## config.mk

```make
export PLATFORM = sky130hd
export DESIGN_NAME = ucsbece154b_branch_predictor
export DESIGN_NICKNAME = d
export VERILOG_FILES = /design/src/rtl/ucsbece154b_branch_predictor_pkg.sv /design/src/rtl/ucsbece154b_sat_counter.sv /design/src/rtl/ucsbece154b_branch_predictor.sv
export SDC_FILE = /design/constraint.sdc
export NUM_CORES = 2
export LEC_CHECK = 0
export ABC_AREA = 1
export BUFFER_PORTS_ARGS = -buffer_cell sky130_fd_sc_hd__buf_4
export CAP_MARGIN = 10
export CORE_MARGIN = 5
export CORE_UTILIZATION = 45
export DETAILED_ROUTE_END_ITERATION = 8
export MAX_ROUTING_LAYER = met4
export SLEW_MARGIN = 5
export SYNTH_ARGS = -nofsm -noshare
export SYNTH_HDL_FRONTEND = slang
export SYNTH_HIERARCHICAL = 1
export SYNTH_SLANG_ARGS = --single-unit
```

## constraint.sdc

```tcl
create_clock -name clk -period 2.87 [get_ports clk]
set_clock_uncertainty 0.1 [all_clocks]
set_input_delay 0.574 -clock clk [delete_from_list [all_inputs] [get_ports clk]]
set_output_delay 0.574 -clock clk [all_outputs]
set_load 0.02 [all_outputs]
```

## src/rtl/ucsbece154b_branch_predictor_pkg.sv

```systemverilog
// Shared encodings for the branch predictor: 2-bit direction counter states
// and the counter value loaded on reset.
package ucsbece154b_branch_predictor_pkg;

  typedef enum logic [1:0] {
    CTR_SNT = 2'b00,  // strongly not taken
    CTR_WNT = 2'b01,  // weakly not taken
    CTR_WT  = 2'b10,  // weakly taken
    CTR_ST  = 2'b11   // strongly taken
  } ctr_e;

  localparam logic [1:0] CTR_RESET = CTR_WNT;

  // The counter's upper bit is the predicted direction.
  function automatic logic ctr_predicts_taken(input logic [1:0] ctr);
    return ctr[1];
  endfunction

endpackage

```

## src/rtl/ucsbece154b_sat_counter.sv

```systemverilog
// 2-bit saturating counter next-state function. Purely combinational; the
// predictor instances it once on the execute-side update path.
module ucsbece154b_sat_counter
  import ucsbece154b_branch_predictor_pkg::*;
(
  input  logic [1:0] ctr_i,
  input  logic       taken_i,
  output logic [1:0] ctr_o
);

  // Step towards the resolved direction, holding at either end.
  always_comb begin
    ctr_o = ctr_i;
    if (taken_i) begin
      if (ctr_i != CTR_ST) ctr_o = ctr_i + 2'd1;
    end else begin
      if (ctr_i != CTR_SNT) ctr_o = ctr_i - 2'd1;
    end
  end

endmodule

```

## src/rtl/ucsbece154b_branch_predictor.sv

```systemverilog
// Dynamic branch predictor: direct-mapped BTB plus a table of 2-bit counters.
// Fetch side looks up combinationally on PCF_i; execute side updates on
// resolved branches/jumps. Configuration macro: GSHARE_EN (when defined the
// PHT is indexed by PC bits XOR global history, otherwise bimodal).
//
// Handshake note: there is no valid/ready protocol here. A lookup is implied
// every cycle on PCF_i; an update is implied on any rising edge where
// BranchE_i | JumpE_i is high, and reset on that same edge discards it.
module ucsbece154b_branch_predictor
  import ucsbece154b_branch_predictor_pkg::*;
#(
  parameter int NUM_BTB_ENTRIES = 32,
  parameter int NUM_GHR_BITS    = 5
) (
  input  logic                    clk,
  input  logic                    reset,
  input  logic [31:0]             PCF_i,
  output logic                    PredTakenF_o,
  output logic [31:0]             BTBTargetF_o,
  output logic [NUM_GHR_BITS-1:0] PHTIndexF_o,
  input  logic [31:0]             PCE_i,
  input  logic                    BranchE_i,
  input  logic                    JumpE_i,
  input  logic                    TakenE_i,
  input  logic [31:0]             PCTargetE_i,
  input  logic                    PredTakenE_i,
  input  logic [31:0]             PredTargetE_i,
  input  logic [NUM_GHR_BITS-1:0] PHTIndexE_i,
  output logic                    MispredictE_o
);

  localparam int BTB_IDX = $clog2(NUM_BTB_ENTRIES);
  localparam int TAG_W   = 30 - BTB_IDX;
  localparam int PHT_N   = 1 << NUM_GHR_BITS;

  logic              btb_valid_q  [NUM_BTB_ENTRIES];
  logic              btb_valid_d  [NUM_BTB_ENTRIES];
  logic [TAG_W-1:0]  btb_tag_q    [NUM_BTB_ENTRIES];
  logic [TAG_W-1:0]  btb_tag_d    [NUM_BTB_ENTRIES];
  logic [31:0]       btb_target_q [NUM_BTB_ENTRIES];
  logic [31:0]       btb_target_d [NUM_BTB_ENTRIES];
  logic              btb_jump_q   [NUM_BTB_ENTRIES];
  logic              btb_jump_d   [NUM_BTB_ENTRIES];
  logic [1:0]        pht_q        [PHT_N];
  logic [1:0]        pht_d        [PHT_N];
  logic [NUM_GHR_BITS-1:0] ghr_q, ghr_d;

  logic [BTB_IDX-1:0] f_idx, e_idx;
  logic [TAG_W-1:0]   f_tag, e_tag;
  logic               f_hit;
  logic [1:0]         pht_upd_ctr;
  logic               is_branch_upd;
  logic [NUM_GHR_BITS:0] ghr_shift;

  // Word-offset bits of both PCs carry no information for the predictor.
  logic unused_pc_lsbs;
  assign unused_pc_lsbs = ^{PCF_i[1:0], PCE_i[1:0]};

  assign f_idx = PCF_i[BTB_IDX+1:2];
  assign f_tag = PCF_i[31:BTB_IDX+2];
  assign e_idx = PCE_i[BTB_IDX+1:2];
  assign e_tag = PCE_i[31:BTB_IDX+2];

  // A jump in E suppresses any simultaneous (illegal) branch indication.
  assign is_branch_upd = BranchE_i && !JumpE_i;

  ucsbece154b_sat_counter u_sat_counter (
    .ctr_i   (pht_q[PHTIndexE_i]),
    .taken_i (TakenE_i),
    .ctr_o   (pht_upd_ctr)
  );

  // Fetch-side lookup from registered state only, so a same-cycle update is not visible.
  always_comb begin
`ifdef GSHARE_EN
    PHTIndexF_o = PCF_i[NUM_GHR_BITS+1:2] ^ ghr_q;
`else
    PHTIndexF_o = PCF_i[NUM_GHR_BITS+1:2];
`endif
    f_hit        = btb_valid_q[f_idx] && (btb_tag_q[f_idx] == f_tag);
    PredTakenF_o = f_hit && (btb_jump_q[f_idx] || ctr_predicts_taken(pht_q[PHTIndexF_o]));
    BTBTargetF_o = f_hit ? btb_target_q[f_idx] : 32'd0;
  end

  // Execute-side redirect: wrong direction, or taken to a different target.
  always_comb begin
    MispredictE_o = (BranchE_i || JumpE_i) &&
                    ((PredTakenE_i != TakenE_i) ||
                     (TakenE_i && (PredTargetE_i != PCTargetE_i)));
  end

  // Next-state for BTB, PHT and history from the resolved E instruction.
  always_comb begin
    btb_valid_d  = btb_valid_q;
    btb_tag_d    = btb_tag_q;
    btb_target_d = btb_target_q;
    btb_jump_d   = btb_jump_q;
    pht_d        = pht_q;
    ghr_d        = ghr_q;
    ghr_shift    = {ghr_q, TakenE_i};
    if ((BranchE_i || JumpE_i) && TakenE_i) begin
      btb_valid_d[e_idx]  = 1'b1;
      btb_tag_d[e_idx]    = e_tag;
      btb_target_d[e_idx] = PCTargetE_i;
      btb_jump_d[e_idx]   = JumpE_i;
    end
    if (is_branch_upd) begin
      pht_d[PHTIndexE_i] = pht_upd_ctr;
      ghr_d              = ghr_shift[NUM_GHR_BITS-1:0];
    end
  end

  // State registers; reset wins over any update on the same edge.
  always_ff @(posedge clk) begin
    if (reset) begin
      for (int i = 0; i < NUM_BTB_ENTRIES; i++) begin
        btb_valid_q[i]  <= 1'b0;
        btb_tag_q[i]    <= '0;
        btb_target_q[i] <= '0;
        btb_jump_q[i]   <= 1'b0;
      end
      for (int j = 0; j < PHT_N; j++) pht_q[j] <= CTR_RESET;
      ghr_q <= '0;
    end else begin
      btb_valid_q  <= btb_valid_d;
      btb_tag_q    <= btb_tag_d;
      btb_target_q <= btb_target_d;
      btb_jump_q   <= btb_jump_d;
      pht_q        <= pht_d;
      ghr_q        <= ghr_d;
    end
  end

endmodule
```

# Yosys cells after proc, flatten, opt, wreduce, memory -nomap -nowiden

Cells that the tools add are included.

Bits in registers: 1952
Bits in latches: 0
RAM bits: 0
ROM bits: 0
Bits of input ports: 139
Output and inout port bits: 39
Logic and storage cells: 222
Memories: 0

Add/subtract/negate cells: 2
Multiply operators: 0
Div/mod/pow operators: 0
Order comparisons: 5
Equal/unequal tests: 4
Shifts and indexed selects: 0
Muxes and demuxes: 34
Bitwise logic cells: 4
Reduce and logical (&&, ||, !) cells: 13

Operators by type and width:

| cell                                                        | number |
|---|---|
| bitwise mux 1024 bit                                        | 1 |
| bitwise mux 800 bit                                         | 1 |
| binary-select mux 32 bit (select 5 bit)                     | 1 |
| demux 32 bit (select 5 bit)                                 | 1 |
| 2-to-1 mux 32 bit                                           | 4 |
| binary-select mux 25 bit (select 5 bit)                     | 1 |
| demux 25 bit (select 5 bit)                                 | 1 |
| 2-to-1 mux 25 bit                                           | 3 |
| bitwise mux 64 bit                                          | 1 |
| bitwise mux 32 bit                                          | 1 |
| != test 32 bit                                              | 1 |
| bitwise OR 32 bit                                           | 1 |
| equality test 25 bit                                        | 1 |
| binary-select mux 2 bit (select 5 bit)                      | 2 |
| greater-or-equal comparator 6 bit (second input constant)   | 3 |
| inverter 5 -> 6 bit                                         | 3 |
| 2-to-1 mux 2 bit                                            | 8 |
| less-than comparator 6 x 1 -> 1 bit (second input constant) | 2 |
| binary-select mux 1 bit (select 5 bit)                      | 2 |
| demux 2 bit (select 5 bit)                                  | 1 |
| logical AND 1 bit                                           | 8 |
| demux 1 bit (select 5 bit)                                  | 1 |
| 2-to-1 mux 1 bit                                            | 5 |
| logical OR 1 bit                                            | 3 |
| 6 further kinds                                             | 6 |

# Depth between registers and ports, before layout

Word-level depth: 8
Depth in mapped cells: 19
Mapped depth without buffers: 15

# Cells and area by module

The synthesis kept the hierarchy.

Modules (own cells, without submodules):

| module                       | instances | cells each | area an instance (µm²) | seq. area each (µm²) |
|---|---|---|---|---|
| ucsbece154b_branch_predictor | 1         | 12759      | 86401.6                | 39077.5 |
| ucsbece154b_sat_counter      | 1         | 6          | 25.0                   | 0.0 |

# Least setup slack after synthesis

No wires, ideal clock.

Path kind: input to output
Start: input PCF_i[2]
End: output BTBTargetF_o[0]
Data arrival time: 2536 ps
Data required time: 2196 ps
Path slack: -340 ps
Stages: 12
Buffers on the path: 5
Path through: buf_6 inv_4 buf_4 buf_4 buf_2 clkbuf_1 nand2_1 a221oi_1 o21ai_0 nand2_1 nand2_1 nor3_1

Longest elaborated chain between the ends: 7
Elaborated cells on any way between the ends: 13
Those cells by class: eq/ne (1); mux (10); bitwise (1); reduce/logical (1)

RTL lines:

| what                                                 | RTL line                                                               | text |
|---|---|---|
| from (decl)                                          | ucsbece154b_branch_predictor.sv:17                                     | `input logic [31:0] PCF_i,` |
| inverter 5 -> 6 bit (not written as such) (*)        | ucsbece154b_branch_predictor.sv:80, ucsbece154b_branch_predictor.sv:82 |  |
| binary-select mux 25 bit (select 5 bit)              | ucsbece154b_branch_predictor.sv:80                                     | `f_hit = btb_valid_q[f_idx] && (btb_tag_q[f_idx] == f_tag);` |
| 2-to-1 mux 25 bit (not written as such) (2 in a row) | ucsbece154b_branch_predictor.sv:80                                     |  |
| equality test 25 bit                                 | ucsbece154b_branch_predictor.sv:80                                     |  |
| logical AND 1 bit                                    | ucsbece154b_branch_predictor.sv:80                                     |  |
| 2-to-1 mux 32 bit (*)                                | ucsbece154b_branch_predictor.sv:82                                     | `BTBTargetF_o = f_hit ? btb_target_q[f_idx] : 32'd0;` |
| to (decl)                                            | ucsbece154b_branch_predictor.sv:19                                     | `output logic [31:0] BTBTargetF_o,` |

Mark *: on every way between the ends. The rest lies on a longest branch, timed or not. The select of a mux whose other input is x is not followed.

# Worst setup path in the final report

Start: input PCF_i[2]
End: output BTBTargetF_o[12]

Same word-level chain as after synthesis.

==> summary.md <==
| Metric | Value |
|---|---|
| Status | `finished, violations left` |
| Failing checks | `negative setup slack` |
| Final hold violation count | `0` |
| Post-synth EDFFs | `0` |
| Gr ovfl total | `0` |
| Global-route wire length before repair | `564,000 um` |
| Max Fclk | `257 MHz` |
| # setup viols final | `34` |
| Synthesized instance count | `12,765` |
| Drt first pass iters | `7` |
| H-tree depth | `4` |
| Register area share after synthesis | `0.452` |
| Worst Slack Setup Final | `-1020 ps` |
| PwrDens | `598 nW/um2` |
| Critical path required time | `2200 ps` |
| Crit-path cells | `buf_16, clkinv_16, buf_16, buf_16, buf_4, nand2_1, nand3_1, nand3_1, nand2_1, nand2_1, nand3_1, nand3b_1, nand2_1, nor2_1, nand2_1, nor2_4, nand2_8, buf_12, buf_16, nor3_4, buf_6` |
| Area Growth Syn to Fin | `19.1%` |
| Power, Total | `61.6 mW` |
| Worst setup EP type | `output port` |
| WL per Instance | `25.4 um` |
| Synth unique cells | `37` |
| Minimum clock period after layout | `3890 ps` |
| Largest net degree at the start of global routing | `118` |
| DP HPWL | `229,000 um` |
| Worst path top cell family by delay | `simple AND/OR/NAND/NOR gates` |
| Setup Crit Path Kind | `primary input to output port` |
| Dominant cells by area after synthesis | `dfxtp_1 (45%), nor2_1 (16%), o21ai_0 (11%)` |
| Clock transition at path regs | `60 ps` |
| Synthesized flop and latch total | `1,952` |
| Most frequent cell on the critical path | `nand2_1` |
| Hold crit path type | `primary input to flop` |
| Wirelength, routed | `390,000 um` |
| Final Cell Area | `103,000 um2` |
| Nets | `12,791` |
| Buffer and inverter count on the worst path | `8` |
| CTS tree | `yes` |
| Io pins | `178` |
| Yosys warning total | `6` |
| Share of cells above drive strength 1 | `0.111` |
| Commonest cells after routing, fill and taps aside | `nor2_1 (3,535), nand2_1 (2,000), o21ai_0 (1,963)` |
| MaxCap Viol Count | `0` |
| Starting Density | `0.453` |
| Final Wtd Congestion | `0.929` |
| Critical Path Max Stage Delay | `210 ps` |
| Chip width | `448 um` |
| DR iter-0 viols | `13,490` |
| Root Buffer | `clkbuf_16` |
| Via count | `92,096` |
| Drt drc | `0` |
| Post-CTS Hold Buffers | `0` |
| Max Transition Viols Final | `0` |
| Port buffer count | `173` |
| Data arrival, critical path | `3220 ps` |
| Worst vdd ir | `0.612 mV` |
| Slew @ Worst Pin | `1320 ps` |
| RSZ-0062 raised after global routing | `true` |
| Site row count | `160` |
| Initial antenna violation count | `35` |
| Clock buffer depth | `3` |
| Vias in the first global route | `84,920` |
| Die height | `448 um` |
| FFs w/ async S/R, synth | `0` |
| Worst-Skew Late Latency | `870 ps` |
| Via/cell ratio | `5.99` |
| Slew HR | `0.120` |
| Leak pwr | `44.6 nW` |
| Area leader, netlist | `dfxtp_1` |
| Synth Area per Inst | `6.77 um2` |
| Core Region | `191,000 um2` |
| CTS Buf Count | `204` |
| Worst path slowest cell | `nor2_4` |
| Clock Sink Count | `1,952` |
| Most common cell after layout, fill and taps aside | `nor2_1` |
| Antenna viol nets, final | `0` |
| Mapped Area | `86,400 um2` |
| Part of the cycle the worst path needs | `1.36` |
| Total GRT Usage | `0.381` |
| Placed Area | `94,600 um2` |
| Die area | `201,000 um2` |
| Fillers | `18,130` |
| Synth Flop Type | `dfxtp_1` |
| Worst setup SP type | `primary input` |
| Mapped Nets | `12,904` |
| CP max FO | `19` |
| Top cell type's share of synthesized area | `0.452` |
[worst paths after layout]
kind              slack (ps)          endpoint  cells after the start      startpoint
setup / recovery       -1020  BTBTargetF_o[12]                     21        PCF_i[2]
hold / removal            40   btb_valid_q[31]                      2           reset
setup reg to reg         700         pht_q[53]                     10        pht_q[7]
hold reg to reg          360    btb_valid_q[6]                      2  btb_valid_q[6]
[metal layers]
| layer | routed length, um | vias up | global-route usage |
|---|---|---|---|
| met5 | 0 | - | - |
| met2 | 168000 | 6139 | 0.570 |
| li1 | - | 41533 | - |
| met3 | 47400 | 1259 | 0.0749 |
| met4 | 23800 | 0 | 0.193 |
| met1 | 151000 | 43165 | 0.492 |
[logic make-up (layout without fill, tap and decap cells)]
logic type | count (synthesis) | after routing | share of synthesized area
xor+xnor | 30 | 30 | 0.00304
compound gates | 3016 | 3016 | 0.188
buf+inv | 1360 | 1427 | 0.0646
simple gates | 6407 | 6407 | 0.292
other cells | 0 | 25 | 0
flops | 1952 | 1952 | 0.452
[synth_stat cells, types with 3 or more instances]
master / instances
xnor2_1: 8
o21ai_1: 5
dfxtp_1: 1952
nand2_1: 2039
nand3b_1: 15
clkinv_1: 3
nor2_1: 3574
a22oi_1: 88
nand3_1: 688
xor2_1: 22
nor4_1: 7
or2_2: 3
inv_2: 34
o211ai_1: 62
a32o_1: 38
buf_4: 27
o21ai_0: 1965
buf_1: 163
nand4_1: 4
o221ai_1: 11
clkbuf_1: 793
buf_2: 208
nor3_1: 45
a21oi_1: 669
a221oi_1: 62
nor3_2: 30
o31ai_1: 67
inv_1: 116
o311ai_0: 30
o22ai_1: 15
buf_6: 15
[cell type report]
cell class                      instances  area [um2]  area share
Multi-Input combinational cell       9453       42600       0.413
Sequential cell                      1952       39100       0.380
Timing Repair Buffer                  886       10200      0.0994
Clock buffer                          294        5910      0.0574
Tap cell                             2511        3140      0.0305
Clock inverter                         92        1210      0.0118
Inverter                              154         719     0.00699
Antenna cell                           25        62.6    0.000608
Timing Repair inverter                  1        16.3    0.000158
[state kept, by name, indices dropped and copies added (netlist names)]
signal and flops:
btb_valid_q 32, pht_q 64, btb_target_q 1024, btb_jump_q 32, btb_tag_q 800
[report_power, final]
part | switching [mW] | internal [mW]
clock network | 11.9 | 16.5
registers | 0.141 | 27.4
logic | 3.83 | 1.79
[through the flow]
step	worst slack [ps]	cells	hold WS (ps)	TNS, ps	util
after global placement	-1130	14931	344	-88320	0.496
after detailed placement	-1110	14931	349	-103620	0.496
after global routing	-1100	15363	46.8	-34220	0.540
after floorplan	-230	12765	335	-6870	-
final	-1020	15368	43.0	-31200	0.540
after CTS	-992	15326	3.98	-32220	0.536
[timing repair]
item	CTS	global route
resized for setup	68	109
cloned	5	13
pin swaps	14	14
setup endpoints to repair	34	34
endpoints found under the hold margin	0	0
buffers inserted	4	6
Note: power is estimated with default switching activity, not from simulation.
